[src/rtl/key_event_decoder.sv]
// Key event decoder: turns a debounced key level into press, release,
// short, long and auto-repeat strobes plus a saturating press counter.
module key_event_decoder #(
    parameter int LONG_CYCLES   = 8,
    parameter int REPEAT_CYCLES = 4,
    parameter int CNT_WIDTH     = 16
) (
    input  logic       clock,
    input  logic       reset_n,
    input  logic       in,
    output logic       press_pulse,
    output logic       release_pulse,
    output logic       short_pulse,
    output logic       long_pulse,
    output logic       repeat_pulse,
    output logic       held,
    output logic [7:0] press_count
);

    localparam logic [1:0] LOCKOUT = 2'd0;
    localparam logic [1:0] IDLE    = 2'd1;
    localparam logic [1:0] PRESSED = 2'd2;
    localparam logic [1:0] LONG    = 2'd3;

    localparam logic [CNT_WIDTH-1:0] LONG_LAST = CNT_WIDTH'(LONG_CYCLES - 1);
    localparam logic [CNT_WIDTH-1:0] REP_LAST  = CNT_WIDTH'(REPEAT_CYCLES - 1);
    localparam logic [CNT_WIDTH-1:0] CNT_ONE   = CNT_WIDTH'(1);

    logic [1:0]           state;
    logic [CNT_WIDTH-1:0] hold_cnt;
    logic [CNT_WIDTH-1:0] rep_cnt;

    always_ff @(posedge clock) begin
        if (!reset_n) begin
            state         <= LOCKOUT;
            hold_cnt      <= '0;
            rep_cnt       <= '0;
            press_pulse   <= 1'b0;
            release_pulse <= 1'b0;
            short_pulse   <= 1'b0;
            long_pulse    <= 1'b0;
            repeat_pulse  <= 1'b0;
            held          <= 1'b0;
            press_count   <= 8'd0;
        end else begin
            press_pulse   <= 1'b0;
            release_pulse <= 1'b0;
            short_pulse   <= 1'b0;
            long_pulse    <= 1'b0;
            repeat_pulse  <= 1'b0;
            unique case (state)
                // A key still down after reset must be released before it counts.
                LOCKOUT: begin
                    if (!in)
                        state <= IDLE;
                end
                IDLE: begin
                    if (in) begin
                        state       <= PRESSED;
                        hold_cnt    <= '0;
                        press_pulse <= 1'b1;
                        held        <= 1'b1;
                        if (press_count != 8'hFF)
                            press_count <= press_count + 8'd1;
                    end
                end
                // Release is tested first so it wins over the long threshold.
                PRESSED: begin
                    if (!in) begin
                        state         <= IDLE;
                        release_pulse <= 1'b1;
                        short_pulse   <= 1'b1;
                        held          <= 1'b0;
                    end else if (hold_cnt == LONG_LAST) begin
                        state      <= LONG;
                        long_pulse <= 1'b1;
                        rep_cnt    <= '0;
                    end else begin
                        hold_cnt <= hold_cnt + CNT_ONE;
                    end
                end
                LONG: begin
                    if (!in) begin
                        state         <= IDLE;
                        release_pulse <= 1'b1;
                        held          <= 1'b0;
                    end else if (rep_cnt == REP_LAST) begin
                        repeat_pulse <= 1'b1;
                        rep_cnt      <= '0;
                    end else begin
                        rep_cnt <= rep_cnt + CNT_ONE;
                    end
                end
                default: state <= LOCKOUT;
            endcase
        end
    end

endmodule
[config.mk]
export PLATFORM = sky130hd
export DESIGN_NAME = key_event_decoder
export DESIGN_NICKNAME = d
export VERILOG_FILES = /design/src/rtl/key_event_decoder.sv
export SDC_FILE = /design/constraint.sdc
export NUM_CORES = 1
export LEC_CHECK = 0
export CORE_AREA = 3 3 71 73
export CTS_CLUSTER_DIAMETER = 60
export DETAILED_ROUTE_END_ITERATION = 10
export DIE_AREA = 0 0 74 76
export GPL_ROUTABILITY_DRIVEN = 1
export PLACE_DENSITY = 0.85
export SYNTH_ARGS = -nofsm -noshare
export SYNTH_HDL_FRONTEND = slang
export SYNTH_SLANG_ARGS = --single-unit
[constraint.sdc]
create_clock -name clock -period 3.1 [get_ports clock]
set_input_delay 0.31 -clock clock [delete_from_list [all_inputs] [get_ports clock]]
set_output_delay 0.31 -clock clock [all_outputs]
set_load 0.02 [all_outputs]
==> results.md <==
* Outcome: completed
* GRT busiest layer: met2
* Fin cells at between 300 and 400
* Share of synthesized registers carrying an async set or reset at 0%
* Mapped Cells at approximately 280
* Post-synthesis sequential area ratio at 39.59%
* Via/cell ratio at approximately 5.7
* Die Wd at 74 um
* Placed insts at 340
* Total number of vias at 1,994
* Worst Setup SP: state[0]
* Top post-synthesis cells by count: dfxtp_1 (48), nor2_1 (36), nand2_1 (22)
* Number of max-cap violations at 0
* Starting Density at between 50% and 60%
* WP data arrival at 2620 ps
* Setup tns final at 0 ps
* Final slew viol count at 0
* Clk network pwr share at 28.4%
* R2R depth at 7
* Final Skew at between 3 and 4 ps
* Filler Cell Count at around 380
* RSZ-0062 raised after global routing: no
* Sequential power share at 50.1%
* Crit start category: register
* Ys Warns at 0
* Final wirelength at around 4700 um
* Post-cts resize count at 0
* Mapped Area at approximately 2400 um2
* Slew at the pin closest to its max-slew limit at 815.1 ps
* EDFF count, synth at 0
* Hold EP: hold_cnt[1]
* Yosys cell types at 45
* # clock sinks at 48
* Maximum fanout along the worst path at 28
* Hold_sp: hold_cnt[1]
* Grt met3 use at under 10%
* Core Region at roughly 4400 um2
* 1st-iter DRT viols at around 150
* Setup Buffers After CTS at 0
* Die ar. at between 5000 and 6000 um2
* PD cells at 486.9 nW/um2
* Max Clock Freq at 421.9 MHz
* Total track usage at 18.55%
* Req. time, crit path at 3350 ps
* Clock transition at path regs at ~80 ps
* Post-layout nets at 305
* Rel. slew slack at 45.49%
* R2R Path End: hold_cnt[7]
* Cell taking the most area after synthesis: dfxtp_1
* Pint at 926.0 uW
* RR Startpoint: state[0]
* Vias in the first global route at 1,820
* R2R setup slack at 730 ps
* Top-count cell post-synth: dfxtp_1
* Min-delay worst type: reg -> reg
* Met2 Usage GRT at between 20 and 30%
* Root buf cell: clkbuf_8
* Placed Area at 2624 um2
* Comb pwr share at 21.4%
* Peak VDD IR at 0.2400 mV
* DR DRC count at 0
* Leakage at 0.9481 nW
* Setup-failing EPs final at 0
* Layout area overhead at 11.80%
* Period minus WS final at between 2000 and 2500 ps
* Hold_buf cts at 0
* ANT cells at 0
* Ys flop type: dfxtp_1
* Largest net degree at the start of global routing at 29
* Routability congestion estimate at 0.9287
* Hold Slack at 497.6 ps
* Post-Layout Inst Area at 2714 um2
* DP HPWL at 3433 um
* I/O pins at 17
* Layout cells sized above 1 at 6.757%
* Total congestion overflow at 0
* CTS tree: built
* Num CTS Buffers at 5
* CP endpoint kind: register
* Drt first pass iters at 4
* H-tree depth at 2
* NetSw at 395.3 uW
* Detail Route Antenna Nets at 0
* Drt wl/cell at 13.60 um
* Number of cell rows at 24
* Worst skew pair latency at 300 ps
* Number of antenna violations at the first check in global routing at 0
* Final Hold Vio Count at 0
* Worst Path Class, Setup: reg -> reg
* Worst hold stages at 2
* Grt met1 use at between 20% and 30%
* Synth area leaders: dfxtp_1 (40%), xnor2_1 (6.1%), nor2_1 (5.6%)
* Syn Area/Cell at 8.700 um2
* Clk buf depth at 2
* Global-route wire length before repair at about 8300 um
* Die Y at between 70 and 80 um
* PortBufs at 16
* Switch share at between 20% and 30%
* Syn Nets at 289
* Synth top area share at 39.59%
* Fin crit share at about three quarters
* Seq cells post-synth at 48
kinds of logic (layout without fill, tap and decap cells):
kind of cell / count (synthesis) / in the layout / share of synthesized area (%)
AND/OR/NAND/NOR: 136 / 136 / 30.77
XOR/XNOR: 28 / 28 / 10.10
multiplexers: 2 / 2 / 0.8248
buffers and inverters: 19 / 36 / 3.505
adder cells (fa/ha/maj): 7 / 7 / 3.608
flip-flops: 48 / 48 / 39.59
AO/OA/AOI/OAI: 39 / 39 / 11.60
cells in the final DEF, fill, tap and decap left out, types with 3 or more instances in the layout:
master / n
dfxtp_1: 48
clkdlybuf4s50_1: 16
nor3_1: 12
nand2b_1: 4
inv_1: 9
xnor2_1: 17
nand2_1: 22
or3_1: 4
ha_1: 7
nor4_1: 7
o211ai_1: 3
buf_4: 3
a21oi_1: 10
o21ai_0: 9
and2_1: 9
clkbuf_8: 6
nor2_1: 36
xor2_1: 11
nand3_1: 14
and3_1: 4
nand4_1: 10
nor4_4: 3
layer usage:
layer	up-vias	wire (um)
li1	1018	-
met1	925	2215
met2	43	2229
met3	8	203
met4	0	83
met5	-	0
power by group through the flow:
stage,sequential (mW),clock (mW),combinational [mW]
after detailed placement,0.677,0,0.281
after global routing,0.667,0.414,0.318
after CTS,0.663,0.388,0.285
after global placement,0.675,0,0.272
final,0.662,0.376,0.283
after floorplan,0.688,0,0.204
sequential cells by signal, indices dropped and copies added (netlist names):
register / cells
held: 1
hold_cnt: 16
long_pulse: 1
press_count: 8
press_pulse: 1
release_pulse: 1
rep_cnt: 16
repeat_pulse: 1
short_pulse: 1
state: 2
metrics by stage:
stage	util (%)	total power [mW]	worst slack, ps
finish	61.48	1.321	729.9
floorplan	-	0.8922	1331
global route	61.48	1.400	475.8
CTS	61.48	1.335	720.8
global placement	59.44	0.9470	799.8
detailed placement	59.44	0.9580	742.6
cell type report:
class / count / area [um2] / share of cell area, %
Multi-Input combinational cell: 212 / 1381 / 50.90
Sequential cell: 48 / 960.9 / 35.41
Timing Repair Buffer: 19 / 182.7 / 6.731
Clock buffer: 8 / 90.09 / 3.320
Tap cell: 52 / 65.06 / 2.397
Inverter: 9 / 33.78 / 1.245
critical path, stage by stage (launching register included):
cell      delay, ps
dfxtp_1         350
inv_1            90
ha_1            410
inv_1           130
a41oi_4         690
o211ai_1        310
nor3_1          190
o22a_1          150
how the worst max path moves through the flow:
stage | end | slack, ps | cells after the start
4_1_cts | state[0] | 720 | 7
3_5_place_dp | state[0] | 740 | 7
3_3_place_gp | state[0] | 800 | 7
6_report | hold_cnt[7] | 730 | 7
5_1_grt | hold_cnt[7] | 480 | 7
2_1_floorplan | press_count[5] | 1330 | 6
Power figures use the tool's default switching activity.
